--- src/rtl/snake_dir_queue.sv ---
// Per-player snake direction controller: edge-detected key presses are queued
// per player, checked against the newest accepted direction, and applied one per game tick.
module snake_dir_queue #(
   parameter int unsigned PLAYERS = 2,
   parameter int unsigned QDEPTH  = 2,
   parameter int unsigned CW      = $clog2(QDEPTH + 1)
) (
   input  logic                    clk,
   input  logic                    rst_n,
   input  logic                    tick,
   input  logic [PLAYERS*5-1:0]    btn,
   output logic [PLAYERS*5-1:0]    dir,
   output logic [PLAYERS*CW-1:0]   qlevel,
   output logic [PLAYERS-1:0]      restart
);

   localparam int unsigned PW = (QDEPTH > 1) ? $clog2(QDEPTH) : 1;

   localparam logic [4:0] D_UP      = 5'b00010;
   localparam logic [4:0] D_LEFT    = 5'b00100;
   localparam logic [4:0] D_DOWN    = 5'b01000;
   localparam logic [4:0] D_RIGHT   = 5'b10000;
   localparam logic [4:0] D_RESTART = 5'b11111;

   // START (00000) and RESTART have no opposite, so any direction follows them.
   function automatic logic is_opposite(input logic [4:0] a, input logic [4:0] b);
      case (a)
         D_UP:    return b == D_DOWN;
         D_DOWN:  return b == D_UP;
         D_LEFT:  return b == D_RIGHT;
         D_RIGHT: return b == D_LEFT;
         default: return 1'b0;
      endcase
   endfunction

   function automatic logic [PW-1:0] ptr_inc(input logic [PW-1:0] ptr);
      return (ptr == PW'(QDEPTH - 1)) ? '0 : ptr + PW'(1);
   endfunction

   genvar p;
   for (p = 0; p < PLAYERS; p++) begin : g_player
      logic [4:0]    btn_cur;
      logic [4:0]    btn_q, btn_d;
      logic [4:0]    dir_q, dir_d;
      logic [4:0]    fifo_q [QDEPTH];
      logic [4:0]    fifo_d [QDEPTH];
      logic [PW-1:0] rd_q, rd_d;
      logic [PW-1:0] wr_q, wr_d;
      logic [PW-1:0] last_ptr;
      logic [CW-1:0] cnt_q, cnt_d;
      logic          rst_pulse_q, rst_pulse_d;
      logic          valid, press, press_restart, pop, push;
      logic [4:0]    tail;

      assign btn_cur = btn[5*p +: 5];

      // Press detection, tail reference, push/pop/flush decisions.
      always_comb begin
         btn_d       = btn_cur;
         dir_d       = dir_q;
         fifo_d      = fifo_q;
         rd_d        = rd_q;
         wr_d        = wr_q;
         cnt_d       = cnt_q;
         rst_pulse_d = 1'b0;

         valid = (btn_cur == D_UP) || (btn_cur == D_LEFT) || (btn_cur == D_DOWN) ||
                 (btn_cur == D_RIGHT) || (btn_cur == D_RESTART);
         press         = valid && (btn_cur != btn_q);
         press_restart = press && (btn_cur == D_RESTART);
         last_ptr      = (wr_q == '0) ? PW'(QDEPTH - 1) : wr_q - PW'(1);
         tail          = (cnt_q != '0) ? fifo_q[last_ptr] : dir_q;
         pop           = tick && (cnt_q != '0);
         push          = press && !press_restart && (dir_q != D_RESTART) &&
                         (btn_cur != tail) && !is_opposite(tail, btn_cur) &&
                         ((cnt_q != CW'(QDEPTH)) || pop);

         if (press_restart) begin
            rd_d        = '0;
            wr_d        = '0;
            cnt_d       = '0;
            dir_d       = D_RESTART;
            rst_pulse_d = 1'b1;
         end else begin
            if (pop) begin
               dir_d = fifo_q[rd_q];
               rd_d  = ptr_inc(rd_q);
            end else if (tick && (dir_q == D_RESTART)) begin
               dir_d = D_UP;
            end
            if (push) begin
               fifo_d[wr_q] = btn_cur;
               wr_d         = ptr_inc(wr_q);
            end
            case ({push, pop})
               2'b10:   cnt_d = cnt_q + CW'(1);
               2'b01:   cnt_d = cnt_q - CW'(1);
               default: cnt_d = cnt_q;
            endcase
         end
      end

      always_ff @(posedge clk or negedge rst_n) begin
         if (!rst_n) begin
            btn_q       <= '0;
            dir_q       <= '0;
            fifo_q      <= '{default: '0};
            rd_q        <= '0;
            wr_q        <= '0;
            cnt_q       <= '0;
            rst_pulse_q <= 1'b0;
         end else begin
            btn_q       <= btn_d;
            dir_q       <= dir_d;
            fifo_q      <= fifo_d;
            rd_q        <= rd_d;
            wr_q        <= wr_d;
            cnt_q       <= cnt_d;
            rst_pulse_q <= rst_pulse_d;
         end
      end

      assign dir[5*p +: 5]      = dir_q;
      assign qlevel[CW*p +: CW] = cnt_q;
      assign restart[p]         = rst_pulse_q;
   end

endmodule

--- config.mk ---
export PLATFORM = sky130hd
export DESIGN_NAME = snake_dir_queue
export DESIGN_NICKNAME = d
export VERILOG_FILES = /design/src/rtl/snake_dir_queue.sv
export SDC_FILE = /design/constraint.sdc
export NUM_CORES = 1
export LEC_CHECK = 0
export ABC_AREA = 1
export ABC_CLOCK_PERIOD_IN_PS = 3400
export BUFFER_PORTS_ARGS = -buffer_cell sky130_fd_sc_hd__buf_4
export CAP_MARGIN = 25
export CORE_MARGIN = 4
export CORE_UTILIZATION = 41
export DETAILED_ROUTE_END_ITERATION = 8
export SYNTH_ARGS = -nofsm -noshare
export SYNTH_HDL_FRONTEND = slang
export SYNTH_SLANG_ARGS = --single-unit
--- constraint.sdc ---
create_clock -name clk -period 3.4 [get_ports clk]
set_input_delay 0.68 -clock clk [delete_from_list [all_inputs] [get_ports clk]]
set_output_delay 0.68 -clock clk [all_outputs]
set_load 0.01 [all_outputs]
==> summary.txt <==
Clocking
  – CTS Buffer Depth: 2
  – H-tree depth: 2
  – Worst-path clk slew: 0.10 ns
  – Skew-Pair Late Insertion Delay: 0.31 ns
  – Cts repair resizes: 0
  – Clock tree root driver cell: clkbuf_8
  – Buffer count from post-CTS setup fixing: 0
  – CTS Hold Bufs: 0
  – Clock sinks: 50
  – CTS buffer count: 5
  – CTS tree: built

Hold path
  – Hold Path Class: input pin to asynchronous set/reset pin

Worst setup path
  – Nature of the critical path startpoint: flop
  – Path depth of the worst reg2reg path: 14
  – Worst path arrival time: 2.31 ns
  – Worst EP required: 3.65 ns
  – Crit end category: flop
  – CP Class: flop to flop
  – CP Launch Point: g_player[0].wr_q
  – Crit-path max FO: 8
  – Crit path capture: g_player[0].cnt_q[1]
  – Reg-to-Reg Start: g_player[0].wr_q
  – FF-to-FF End: g_player[0].cnt_q[1]
  – R2R Setup Slk: 1.34 ns

Pwr
  – Reg power frac: 37.5%
  – Comb power frac: 49.5%
  – Clk pwr share: 12.9%
  – Max IR drop VDD: 0.300 mV
  – Switching power: 1.31 mW
  – P_int: 1.48 mW
  – Pleak: 1.76 nW
  – P per Cell Area: 810 mW/mm2
  – Switching share of power: 47.0%
  – Total chip power: 2.79 mW

Finish
  – Area of the multi-input gates: 0.00157 mm2
  – Most common cell after layout, fill and taps aside: nand2_1
  – N_diodes: 0
  – Proportion of layout cells with a drive suffix above 1: 17.9%
  – Fill cells: 741
  – # nets final: 453
  – FF+latch area: 0.00125 mm2
  – Design area: 0.00344 mm2
  – Most frequent cells in the layout: nand2_1 (126), dfrtp_1 (50), inv_1 (40), nor2_1 (38), nand3_1 (32)
  – Area delta synth->final: 11.4%

Detailed routing
  – DR pass1 iterations: 4
  – Drt wl/cell: 13.7 um
  – Total number of vias: 2,730
  – Iteration-0 DRC Markers: 202
  – Residual DRC: 0
  – ANT nets after route: 0
  – Via density: 5.06
  – DRT Wirelength: 7390 um

Placement
  – IO buf count: 28
  – Pre-CTS setup slack: 1.13 ns
  – Final GP Congestion: 0.889
  – HPWL after detailed placement: 5620 um
  – Placed cell areas: 0.00335 mm2

STA
  – Unrepaired setup endpoints after global routing: no
  – Final Hold Violating Endpoints: 0
  – Fin crit period: 2.06 ns
  – Worst clock skew: 0.0125 ns
  – Setup-failing EPs final: 0
  – Part of the cycle the worst path needs: 60.5%
  – Least-Margin Pin Slew: 0.639 ns
  – F_max: 0.486 GHz
  – Slew headroom: 57.4%
  – Worst hold slack: 0.390 ns
  – Setup TNS: 0 ns
  – Final worst slack: 1.34 ns
  – Max Slew Vio Count: 0

Synth
  – Post-Syn Area: 0.00309 mm2
  – Mean Syn Cell Area: 7.49 um2
  – Synth Area in Simple Gates: 37.0%
  – Synth area leader: dfrtp_1
  – Ys async rst share: 100%
  – Ys flop type: dfrtp_1
  – Synth top area share: 40.5%
  – Cells after Synth: 413
  – Adder-Cell Fraction of Synth Area: 0%
  – Synthesized flop and latch total: 50
  – Main combinational cell family by area after synthesis: simple AND/OR/NAND/NOR gates
  – Mux cell area share after synthesis: 0.324%
  – EDFF count, synth: 0
  – Largest cells by area after synthesis: dfrtp_1 (40%), nand2_1 (15%), nand3_1 (5.2%)
  – Post-synth cell types: 37
  – Yosys warns: 0
  – Xor-xnor portion of the synthesized cell area: 2.83%
  – Fraction of the mapped netlist area in compound gates: 10.6%
  – Seq/Total Area, Yosys: 40.5%
  – Synthesized Nets: 426

GRT
  – First-pass GRT wire length: 12,600 um
  – Total gr overflow: 0
  – Largest net degree at the start of global routing: 51
  – Antenna violations before repair: 0
  – Vias in the first global route: 2,534
  – All-layer global routing usage: 18.0%

Flow run
  – Max-cap viol count: 0

Floorplanning
  – Die width: 94.9 um
  – Io pins: 29
  – Core area: 0.00729 mm2
  – Die area: 0.00900 mm2
  – Initial core utilization: 42.4%
  – Cell Rows: 31
  – Chip Height: 94.9 um

Outcome
  – Run status: complete, no violations
[worst max-delay path, cell delays in order (launching register included)]
cell and delay, ns:
dfrtp_1 0.59, inv_4 0.11, nand2_1 0.11, nand2_1 0.05, nand2_1 0.09, nand2_1 0.09, nor2_1 0.11, nand2_1 0.07
a21oi_1 0.13, nand2_1 0.15, nand2_4 0.14, nand2_4 0.07, a21oi_2 0.16, nand2_1 0.07, nand2_1 0.06
[Yosys cell counts, types with 3 or more instances]
| master | count |
|---|---|
| nand2_1 | 126 |
| o211ai_1 | 6 |
| o21ai_1 | 11 |
| xor2_1 | 8 |
| nor2_1 | 38 |
| inv_4 | 4 |
| nor2_4 | 3 |
| dfrtp_1 | 50 |
| nand3_1 | 32 |
| o21ai_0 | 15 |
| nand2_4 | 6 |
| nand4_1 | 12 |
| inv_2 | 6 |
| a21oi_1 | 6 |
| o21ai_2 | 6 |
| nor3_1 | 6 |
| nand3_2 | 7 |
| buf_4 | 3 |
| inv_1 | 40 |
| nand2_2 | 5 |
[power by group through the flow]
stage / logic [mW] / registers (mW) / clock network [mW]
floorplan: 1.09 / 0.976 / 0
global placement: 1.37 / 1.05 / 0
detailed placement: 1.38 / 1.05 / 0
CTS: 1.39 / 1.04 / 0.383
global route: 1.59 / 1.07 / 0.408
finish: 1.38 / 1.05 / 0.361
[registers in the layout, summed over array words and instances (netlist names)]
signal                cells
g_player.btn_q           10
g_player.cnt_q            4
g_player.dir_q           10
g_player.fifo_q          20
g_player.rd_q             2
g_player.rst_pulse_q      2
g_player.wr_q             2
[worst min path at each step]
stage / start / end
final: rst_n / g_player[1].btn_q[3]
after floorplan: rst_n / g_player[0].btn_q[0]
after global placement: g_player[1].fifo_q[0] / g_player[1].fifo_q[0]
after detailed placement: g_player[1].fifo_q[0] / g_player[1].fifo_q[0]
after CTS: rst_n / g_player[1].rst_pulse_q
after global routing: rst_n / g_player[1].btn_q[3]
[cell type report]
cell class / instances / share of cell area, %
Clock buffer: 7 / 2.51
Clock inverter: 1 / 0.145
Inverter: 50 / 5.74
Multi-Input combinational cell: 305 / 45.6
Sequential cell: 50 / 36.3
Tap cell: 99 / 3.60
Timing Repair Buffer: 28 / 6.10
[metal layers]
layer / up-vias / global-route usage [%] / share of wire [%]
met5: - / 0 / 0
met4: 0 / 5.17 / 1.5
met3: 11 / 2.79 / 5.8
met2: 68 / 25.8 / 42
met1: 1261 / 27.6 / 51
li1: 1390 / - / -
[stage by stage]
step           cells  utilization [%]
6_report         540             47.2
5_1_grt          540             47.2
4_1_cts          540             47.2
3_5_place_dp     532             46.0
3_3_place_gp     532             46.0
2_1_floorplan    413                -
[kinds of logic (layout without fill, tap and decap cells)]
| logic type | after synthesis | in the layout |
|---|---|---|
| AO/OA/AOI/OAI | 53 | 53 |
| XOR/XNOR | 10 | 10 |
| buffers and inverters | 58 | 86 |
| flip-flops | 50 | 50 |
| multiplexers | 1 | 1 |
| AND/OR/NAND/NOR | 241 | 241 |
Note: power is estimated with default switching activity, not from simulation.
